### src/rtl/mole_spawner.sv
// Game-side mole generator: waits a tick-timed gap, picks a random LED (no
// immediate repeats), lights it one-hot and clears it on hit, miss or timeout.
module mole_spawner #(
    parameter int N_MOLES   = 10,
    parameter int RNG_W     = 5,
    parameter int GAP_TICKS = 500,
    parameter int UP_TICKS  = 2000
) (
    input  logic               clk,
    input  logic               rst_n,
    input  logic               tick,
    input  logic               enable,
    input  logic [RNG_W-1:0]   rng_value,
    input  logic               hit_pulse,
    input  logic               miss_pulse,
    output logic [N_MOLES-1:0] active_onehot,
    output logic               spawn_pulse,
    output logic               timeout_pulse,
    output logic [3:0]         mole_idx,
    output logic [7:0]         round_count,
    output logic               busy
);

    localparam int CNT_MAX = (GAP_TICKS > UP_TICKS) ? GAP_TICKS : UP_TICKS;
    localparam int CNT_W   = $clog2(CNT_MAX + 1);
    // One extra bit so prev_idx can hold N_MOLES as the "no previous mole" marker.
    localparam int PIDX_W  = 5;
    localparam int RNG_N   = 2 ** RNG_W;

    localparam logic [CNT_W-1:0]  GAP_LOAD = CNT_W'(GAP_TICKS);
    localparam logic [CNT_W-1:0]  UP_LOAD  = CNT_W'(UP_TICKS);
    localparam logic [CNT_W-1:0]  CNT_ONE  = CNT_W'(1);
    localparam logic [PIDX_W-1:0] IDX_LAST = PIDX_W'(N_MOLES - 1);
    localparam logic [PIDX_W-1:0] IDX_NONE = PIDX_W'(N_MOLES);

    typedef enum logic [1:0] {
        IDLE,
        GAP,
        PICK,
        UP
    } state_t;

    state_t              state_reg, state_next;
    logic [CNT_W-1:0]    tick_cnt_reg, tick_cnt_next;
    logic [PIDX_W-1:0]   prev_idx_reg, prev_idx_next;
    logic [N_MOLES-1:0]  active_reg, active_next;
    logic                spawn_reg, spawn_next;
    logic                timeout_reg, timeout_next;
    logic [3:0]          mole_idx_reg, mole_idx_next;
    logic [7:0]          round_reg, round_next;
    logic                busy_reg;

    logic [PIDX_W-1:0]   mod_table [RNG_N];
    logic [PIDX_W-1:0]   raw_idx;
    logic [PIDX_W-1:0]   pick_idx;
    logic [N_MOLES-1:0]  pick_onehot;

    // Constant-divisor modulo as a small elaboration-time lookup table.
    generate
        for (genvar gi = 0; gi < RNG_N; gi++) begin : g_mod
            assign mod_table[gi] = PIDX_W'(gi % N_MOLES);
        end
    endgenerate

    assign raw_idx  = mod_table[rng_value];
    assign pick_idx = (raw_idx != prev_idx_reg) ? raw_idx :
                      (raw_idx == IDX_LAST)     ? '0 : raw_idx + PIDX_W'(1);

    generate
        for (genvar gi = 0; gi < N_MOLES; gi++) begin : g_onehot
            assign pick_onehot[gi] = (pick_idx == PIDX_W'(gi));
        end
    endgenerate

    always_comb begin
        state_next    = state_reg;
        tick_cnt_next = tick_cnt_reg;
        prev_idx_next = prev_idx_reg;
        active_next   = active_reg;
        spawn_next    = 1'b0;
        timeout_next  = 1'b0;
        mole_idx_next = mole_idx_reg;
        round_next    = round_reg;

        if (!enable) begin
            state_next  = IDLE;
            active_next = '0;
        end else begin
            case (state_reg)
                IDLE: begin
                    active_next   = '0;
                    state_next    = GAP;
                    tick_cnt_next = GAP_LOAD;
                end
                GAP: begin
                    if (tick) begin
                        if (tick_cnt_reg == CNT_ONE) begin
                            state_next = PICK;
                        end else begin
                            tick_cnt_next = tick_cnt_reg - CNT_ONE;
                        end
                    end
                end
                PICK: begin
                    active_next   = pick_onehot;
                    mole_idx_next = pick_idx[3:0];
                    prev_idx_next = pick_idx;
                    spawn_next    = 1'b1;
                    if (round_reg != 8'hFF) begin
                        round_next = round_reg + 8'd1;
                    end
                    tick_cnt_next = UP_LOAD;
                    state_next    = UP;
                end
                UP: begin
                    // A response on the final tick wins over the timeout.
                    if (hit_pulse || miss_pulse) begin
                        active_next   = '0;
                        state_next    = GAP;
                        tick_cnt_next = GAP_LOAD;
                    end else if (tick) begin
                        if (tick_cnt_reg == CNT_ONE) begin
                            active_next   = '0;
                            timeout_next  = 1'b1;
                            state_next    = GAP;
                            tick_cnt_next = GAP_LOAD;
                        end else begin
                            tick_cnt_next = tick_cnt_reg - CNT_ONE;
                        end
                    end
                end
                default: begin
                    state_next  = IDLE;
                    active_next = '0;
                end
            endcase
        end
    end

    always_ff @(posedge clk or negedge rst_n) begin
        if (!rst_n) begin
            state_reg    <= IDLE;
            tick_cnt_reg <= '0;
            prev_idx_reg <= IDX_NONE;
            active_reg   <= '0;
            spawn_reg    <= 1'b0;
            timeout_reg  <= 1'b0;
            mole_idx_reg <= '0;
            round_reg    <= '0;
            busy_reg     <= 1'b0;
        end else begin
            state_reg    <= state_next;
            tick_cnt_reg <= tick_cnt_next;
            prev_idx_reg <= prev_idx_next;
            active_reg   <= active_next;
            spawn_reg    <= spawn_next;
            timeout_reg  <= timeout_next;
            mole_idx_reg <= mole_idx_next;
            round_reg    <= round_next;
            busy_reg     <= (state_next != IDLE);
        end
    end

    assign active_onehot = active_reg;
    assign spawn_pulse   = spawn_reg;
    assign timeout_pulse = timeout_reg;
    assign mole_idx      = mole_idx_reg;
    assign round_count   = round_reg;
    assign busy          = busy_reg;

endmodule

### config.mk
export PLATFORM = sky130hd
export DESIGN_NAME = mole_spawner
export DESIGN_NICKNAME = d
export VERILOG_FILES = /design/src/rtl/mole_spawner.sv
export SDC_FILE = /design/constraint.sdc
export NUM_CORES = 1
export LEC_CHECK = 0
export ABC_AREA = 0
export BUFFER_PORTS_ARGS = -buffer_cell sky130_fd_sc_hd__buf_2
export CORE_AREA = 2 2 74 76
export CTS_CLUSTER_SIZE = 12
export DETAILED_ROUTE_END_ITERATION = 7
export DIE_AREA = 0 0 76 78
export PLACE_DENSITY_LB_ADDON = 0.12
export SYNTH_ARGS = -nofsm -noshare
export SYNTH_HDL_FRONTEND = slang
export SYNTH_SLANG_ARGS = --single-unit
export TNS_END_PERCENT = 30
### constraint.sdc
create_clock -name clk -period 2.1 [get_ports clk]
set_input_delay 0.105 -clock clk [delete_from_list [all_inputs] [get_ports clk]]
set_output_delay 0.105 -clock clk [all_outputs]
set_load 0.005 [all_outputs]
---- Word-level counts from Yosys, hierarchy flattened ----
Memory sizes are Yosys's and may differ from the RTL's.
Index checks and enable logic that the tools add are counted.
storage, ports and cells
  memory bits (read-only) ................. 160
  bits in latches ......................... 0
  input bits .............................. 11
  register bits after elaboration ......... 43
  output and inout bits ................... 25
  memories kept ........................... 1
  RAM bits ................................ 0
  word-level logic and storage cells ...... 74
operators by class
  bitwise operators ....................... 1
  shift-type cells ........................ 0
  add/sub/neg operators ................... 3
  multipliers ............................. 0
  divide/modulo/power cells ............... 0
  reductions and logical operators ........ 8
  muxes and demuxes ....................... 29
  order comparisons ....................... 1
  equal/unequal tests ..................... 22
memories
  name             depth  width  read ports  clocked after memory_dff  wr ports  line  text
  (no name shown)  32     5      1           0                         0         65    assign raw_idx = mod_table[rng_value];
operators with widths
  kind                   count
  $mux 11                5
  $pmux 11 s4            1
  $mux 10                4
  $pmux 10 s3            1
  $eq 5x3->1 const B     4
  $mux 5                 4
  $eq 5x4->1 const B     3
  $mux 2                 6
  $eq 11x1->1 const B    1
  $sub 11x1->11 const B  1
  $eq 5x2->1 const B     2
  $add 8x1->8 const B    1
  $ne 4x4->1 const B     2
  $ne 8x8->1 const B     1
  $pmux 2 s4             1
  $mux 1                 7
  $ge 6x6->1 const B     1
  $not 5->6              1
  $reduce_and 3->1       2
  $add 5x1->5 const B    1
  $eq 5x1->1 const B     1
  $logic_not 5->1        1
  $ne 5x5->1             1
  $eq 2x2->1 const B     2
  other kinds (9)        10

---- Longest topological paths before layout ----
Gate-level depths: netlist of run 1.
  depth after elaboration ................. 10
  gate-level depth with buffers ........... 9
  depth with buffers taken out ............ 8

---- Least setup slack after synthesis of run 1 ----
OpenSTA, ideal clock, no wires.
  path type ............................... input to register
  start ................................... input port rng_value[1]
  end ..................................... register active_reg[6], in the netlist active_onehot[6]
  data arrival time ....................... 2.123 ns
  setup slack ............................. -0.119 ns
  buffers on the path ..................... 0
  library setup time ...................... 0.095 ns
  required time ........................... 2.005 ns
  cell stages on the path ................. 8
  cell sequence ........................... inv_1 > ha_1 > inv_1 > mux4_2 > xor2_1 > nor4b_4 > mux2_1 > o31ai_1
between the ends
  word-level cells in the longest chain between the ends .. 10
  elaborated cells between the ends (all ways) .. 12
  classes of those cells .................. add/sub: 1; eq/ne: 3; mux: 6; bitwise: 1; memory: 1
RTL lines
  what                                         line  text
  start: declaration                           13    input logic [RNG_W-1:0] rng_value,
  $not 5->6 (not written as such) *            65
  $mem_v2 32x5 *                               n/a
  $mux 5 (not written as such) * (2 in a row)  65
  $add 5x1->5 or $eq 5x4->1 (tied branches)    67    (raw_idx == IDX_LAST) ? '0 : raw_idx + PIDX_W'(1);
  $mux 5                                       67
  $mux 5 *                                     66    assign pick_idx = (raw_idx != prev_idx_reg) ? raw_idx :
  $eq 5x3->1 *                                 71    assign pick_onehot[gi] = (pick_idx == PIDX_W'(gi));
  $pmux 10 s3 *                                89    case (state_reg)
  $mux 10 *                                    85    if (!enable) begin
  end signal: assignment                       155   active_reg <= active_next;
  end: declaration                             46    logic [N_MOLES-1:0] active_reg, active_next;
Every way passes the cells marked *; elsewhere a longest branch is shown, timed or not. The select of a mux whose other input is x is not followed.
A chain may end at the register's enable or synchronous reset.

---- Worst setup path after layout of run 1 ----
Ends and elaborated chain as after synthesis.

==> reports/metrics.csv, run 1 <==
metric,value,unit
"Top FF cell, synth",dfrtp_1,
mean post-synth cell area,9.49,um2
# rows,26,
minimum clock period,2.16,ns
hold_ws,0.125,ns
Slew HR,70.0,%
clock latency at the later pin of the worst-skew pair,0.30,ns
Netlist Area Pre-Place,2570,um2
Starting Density,51.0,%
Final Hold Violating Endpoints,0,
Fmax,462,MHz
clock sink count,41,
IO buf count,35,
Routed Wire Length,6190,um
fraction of layout cells with a size suffix above 1,31.7,%
total grt overflow,0,
RSZ-0062 raised after global routing,yes,
#FFs+latches synth,41,
Post-DRT Antenna Nets,0,
"FFs w/ async S/R, synth",100,%
Final setup viols,1,
Clock Tree Buf Depth,2,
max_cap viols,0,
largest net degree at the start of global routing,19,
Pleak,1.59,nW
final clock period utilization by the worst path,103,%
sequential share of the synthesized area,40.0,%
multi-input combinational cell area,1520,um2
status,"finished, violations left",
GR Util All Layers,21.4,%
register area,1030,um2
Core Region,5040,um2
Vias/cell,5.53,
Chip Height,78,um
worst endpoint required time,2.31,ns
IO Pins,36,
total power divided by cell area,543,nW/um2
post-synth cell types,56,
Syn-to-layout area delta,27.2,%
first-pass GRT wire length,10300,um
Yosys warnings,0,
DPL Wire Length,4710,um
fin nets,365,
CTS tree,done,
Placer Congestion,0.868,
Post-Layout Inst Area,3270,um2
CP endpoint kind,register,
Slew @ Worst Pin,0.448,ns
die width,76,um
htree depth,2,
Clock transition at path regs,0.09,ns
n_diodes,0,
Avg WL per Cell,15.0,um
number of flip-flops in the largest register,11,
CP max FO,3,
clock buffer count from CTS,5,
Hold WC Path Type,input pin to register,
number of global-route vias before repair,2227,
total die area,5930,um2
CP startpoint kind,input pin,
via count,2289,
DRC viols,0,
syn_nets,293,
Detailed Routing Iterations Pass 1,4,
final setup margin,-0.0636,ns
crit path kind,input pin to register,
Fillers,428,
failing checks,setup timing,
Root Driver,clkbuf_8,
placed cell area,3070,um2
arrival time worst endpoint,2.38,ns
initial drt markers,175,
maximum VDD drop,0.340,mV
Pins Over Slew Limit,0,
Post-synth EDFFs,0,
initial antenna violation count,0,
Gate Count Post-Synth,271,
Clock Skew,0.00660,ns
==> stage by stage <==
step                total power [mW]  std cells  setup slack, ns  TNS (ns)  util [%]
finish                          1.78        414          -0.0636   -0.0636      64.9
global route                    1.87        414           -0.118    -0.419      64.9
CTS                             1.78        413          -0.0228   -0.0568      63.3
detailed placement              1.19        404           -0.310     -2.91      60.9
global placement                1.18        404           -0.188     -1.54      60.9
floorplan                       1.05        271           -0.119    -0.405         -
==> where the power goes <==
group          internal [mW]  leakage (nW)  switching (mW)
combinational          0.156         0.998           0.198
sequential             0.815         0.538          0.0283
clock                  0.251        0.0511           0.327
total                   1.22          1.59           0.554
==> metal layers <==
layer,part of all wire (%),wire length [um],GRT usage [%],vias up
met5,0,0,0,-
met2,45,2780,33.6,75
met3,5.9,368,5.00,7
met1,48,2960,29.7,1077
li1,-,-,-,1130
met4,1.4,88,6.00,0
==> synthesized netlist by cell type, types with 4 or more instances <==
cell type	instances	area, um2
xnor2_1	9	78.8
mux2i_1	6	60.1
nand2_1	26	97.6
inv_1	11	41.3
o21ai_0	7	35.0
dfrtp_1	39	976
and3_1	10	62.6
clkbuf_1	7	26.3
a31oi_1	6	37.5
o21ai_1	7	35.0
nor2_1	22	82.6
ha_1	11	138
nor3_1	8	40.0
nand3b_1	4	30.0
nor4_1	4	25.0
nand2b_1	4	25.0
a21oi_1	18	90.1
==> path summary, 6_finish.rpt <==
path | start | end | slack [ns] | depth (start not counted)
min | enable | state_reg[0] | 0.12 | 2
max in group asynchronous | rst_n | prev_idx_reg[3] | 1.34 | 3
min in group asynchronous | rst_n | tick_cnt_reg[6] | 0.19 | 2
max | rng_value[1] | active_onehot[6] | -0.06 | 10
max reg2reg | prev_idx_reg[2] | active_onehot[6] | -0.01 | 7
min reg2reg | round_count[4] | round_count[4] | 0.49 | 1
==> final cells by class <==
| cell class | count | area share [%] |
|---|---|---|
| Clock buffer | 5 | 2.10 |
| Multi-Input combinational cell | 207 | 46.6 |
| Inverter | 11 | 1.26 |
| Tap cell | 70 | 2.68 |
| Clock inverter | 3 | 0.879 |
| Sequential cell | 41 | 31.5 |
| Timing Repair Buffer | 77 | 15.1 |
==> cells by family (layout without fill, tap and decap cells) <==
logic type                 after synthesis  after routing  synth area share [%]
buffers and inverters                   23             96                  4.09
adders and majority gates               11             11                  5.35
DFF                                     41             41                  40.0
xor gates and xnor gates                12             12                  4.38
AOI/OAI and AO/OA                       70             70                  19.0
and+or+nand+nor                        104            104                  22.7
muxes                                   10             10                  4.52
==> placed cells by master, fill, tap and decap left out, types with 4 or more instances in the layout <==
master	n
nand2_1	25
and3_1	10
a31oi_1	5
inv_1	10
clkbuf_8	5
nand3b_1	4
nand2b_1	4
a21oi_1	17
xnor2_1	9
buf_4	41
ha_1	10
buf_2	35
nor3_1	8
mux2i_1	4
o21ai_0	7
nor2_1	21
nor4_1	4
o21ai_1	7
dfrtp_1	38
==> worst max-delay path: stages <==
cell,delay (ns)
buf_2,0.10
inv_1,0.06
ha_1,0.27
inv_1,0.04
mux4_2,0.48
xor2_1,0.21
nor4b_4,0.33
buf_4,0.17
mux2_1,0.35
o31ai_1,0.25
==> what timing repair did <==
| action | in CTS | in global routing |
|---|---|---|
| endpoints found under the hold margin | 22 | 0 |
| endpoints found under the setup margin | 4 | 15 |
| pin swaps | 0 | 5 |
| hold buffers | 1 | 0 |
| resized for setup | 2 | 17 |
| setup buffers | 0 | 1 |
(Power assumes the default switching activity.)
==> run 2, diff against run 1 <==
--- a/config.mk
+++ b/config.mk
@@ -12,6 +12,7 @@
 export DETAILED_ROUTE_END_ITERATION = 7
 export DIE_AREA = 0 0 76 78
 export PLACE_DENSITY_LB_ADDON = 0.12
+export SETUP_SLACK_MARGIN = 0.4
 export SYNTH_ARGS = -nofsm -noshare
 export SYNTH_HDL_FRONTEND = slang
 export SYNTH_SLANG_ARGS = --single-unit
==> run 2 against run 1 <==
The run now ends clean; count of clock-buffer cells in the layout unchanged; maximum frequency up 6.0%; register-to-register slack better by 0.08 ns; utilization up 7.9 points; design area up 12%; critical path depth unchanged; hold slack better by 0.018 ns; critical path type unchanged.
==> reports/metrics.csv, run 2 (synthesis gave the netlist of run 1 again) <==
metric,value,unit,change
total grt overflow,0,,unchanged
first-pass GRT wire length,10400,um,+0.87%
die width,76,um,unchanged
number of global-route vias before repair,2193,,-1.5%
max_cap viols,0,,unchanged
worst endpoint required time,2.31,ns,about the same
CTS tree,done,,
register area,1030,um2,+0.12%
DPL Wire Length,4380,um,-7.0%
minimum clock period,2.04,ns,-0.123 ns
placed cell area,3110,um2,+1.3%
Fillers,379,,-11%
Slew @ Worst Pin,0.928,ns,+0.479 ns
worst r2r src,tick_cnt_reg[8],,
CP max FO,3,,unchanged
Final Hold Violating Endpoints,0,,unchanged
total die area,5930,um2,unchanged
largest net degree at the start of global routing,42,,+23
arrival time worst endpoint,2.25,ns,-0.13 ns
Fin Setup TNS,0,ns,+0.0636 ns
total power,2.01,mW,+13%
# rows,26,,unchanged
Final Non-Filler Cells,416,,+0.48%
Pleak,1.65,nW,+3.8%
Clock transition at path regs,0.08,ns,about the same
dpl cells,398,,-1.5%
Hold Path Sink,state_reg[1],,
Chip Height,78,um,unchanged
GR Util All Layers,21.9,%,+0.49 points
initial drt markers,117,,-33%
fraction of layout cells with a size suffix above 1,43.6,%,+12 points
Core Region,5040,um2,unchanged
Avg WL per Cell,15.4,um,+2.7%
status,"finished, final reports clean",,
Fmax,490,MHz,+6.0%
clock latency at the later pin of the worst-skew pair,0.30,ns,about the same
clock buffer count from CTS,5,,unchanged
multi-input combinational cell area,1810,um2,+18%
IO Pins,36,,unchanged
Final setup viols,0,,-1
initial antenna violation count,0,,unchanged
final clock period utilization by the worst path,97.2,%,-5.9 points
number of flip-flops in the largest register,11,,unchanged
htree depth,2,,unchanged
Routed Wire Length,6390,um,+3.2%
Post-Layout Inst Area,3670,um2,+12%
DRC viols,0,,unchanged
Hold WC Path Type,input pin to register,,
Clock Tree Buf Depth,2,,unchanged
IO buf count,35,,unchanged
hold wc startpoint,enable,,
Hold Crit Depth,3,,+1
Slew HR,38.2,%,-32 points
reg2reg end,tick_cnt_reg[4],,
Root Driver,clkbuf_8,,
CP startpoint kind,input pin,,
Reg2Reg Setup Slack,0.07,ns,+0.08 ns
n_diodes,0,,unchanged
total power divided by cell area,548,nW/um2,+1.1%
Clock Skew,0.00948,ns,+0.00288 ns
Syn-to-layout area delta,42.8,%,
maximum VDD drop,0.328,mV,-3.3%
Vias/cell,5.58,,+0.91%
RSZ-0062 raised after global routing,yes,,
Pins Over Slew Limit,0,,unchanged
Detailed Routing Iterations Pass 1,4,,unchanged
most frequent cells in the layout,"dfrtp_1, buf_4, buf_2, nand2_1, nor2_1",,
clock sink count,41,,unchanged
Starting Density,51.0,%,unchanged
via count,2321,,+1.4%
CP endpoint kind,register,,
Post-DRT Antenna Nets,0,,unchanged
Placer Congestion,0.828,,-4.6%
fin nets,367,,+0.55%
cells on worst reg2reg path,7,,unchanged
crit path kind,input pin to register,,
run 2: changes by cell type in the layout (fill, tap and decap cells not counted), sizes merged:
cell    previous run  this run
buf               76        78
bufinv             0         2
clkinv             0         1
inv               14        11
run 2: what timing repair did:
| item | in CTS | in global routing |
|---|---|---|
| endpoints found under the setup margin | 35 | 38 |
| endpoints found under the hold margin | 39 | 0 |
| cloned | 0 | 0 |
| pin swaps | 11 | 37 |
| hold buffers | 1 | 0 |
| buffers inserted | 8 | 1 |
| gates resized for setup | 24 | 47 |
run 2: layer usage:
metal | part of all wire, % | vias to the layer above | track usage (%)
met2 | 50 | 44 | 35.6
met4 | 0.81 | 0 | 6.36
met1 | 45 | 1145 | 30.0
li1 | - | 1127 | -
met5 | 0 | - | 0
met3 | 3.8 | 5 | 4.07
run 2: area by class of cell:
| type | instances | share of cell area, % |
|---|---|---|
| clock buffers | 5 | 1.87 |
| clock inverters | 3 | 1.77 |
| inverters | 11 | 1.60 |
| multi-input cells | 207 | 49.2 |
| flip-flops and latches | 41 | 28.1 |
| well taps | 70 | 2.39 |
| repair buffers | 79 | 15.1 |
run 2: worst max-delay path, cell delays in order:
cell,delay [ns]
buf_12,0.09
inv_12,0.03
ha_4,0.25
inv_2,0.02
mux4_2,0.52
xor2_4,0.23
nor4b_4,0.34
buf_4,0.17
mux2_4,0.31
o31ai_2,0.17
run 2: worst max path at each step:
| stage | start | endpoint | slack [ns] | cells after the start |
|---|---|---|---|---|
| 3_3_place_gp | rng_value[2] | active_onehot[4] | -0.25 | 10 |
| 3_5_place_dp | rng_value[2] | active_onehot[4] | -0.32 | 10 |
| 4_1_cts | rng_value[2] | active_onehot[4] | 0.10 | 10 |
| 6_report | rng_value[2] | active_onehot[6] | 0.06 | 10 |
| 2_1_floorplan | rng_value[2] | active_onehot[8] | -0.09 | 8 |
| 5_1_grt | prev_idx_reg[2] | active_onehot[6] | -0.03 | 7 |
run 2: power breakdown:
group	total, mW	leakage (nW)	internal (mW)	switching, mW
clock	0.763	0.0681	0.472	0.291
combinational	0.402	1.04	0.179	0.224
sequential	0.848	0.537	0.815	0.0328
run 2: metrics by stage:
step | util [%] | setup slack, ns | hold slack [ns]
2_1_floorplan | - | -0.0921 | -0.191
3_3_place_gp | 61.7 | -0.255 | 0.299
3_5_place_dp | 61.7 | -0.320 | 0.300
4_1_cts | 68.0 | 0.102 | 0.132
5_1_grt | 72.8 | -0.0279 | 0.131
6_report | 72.8 | 0.0594 | 0.143
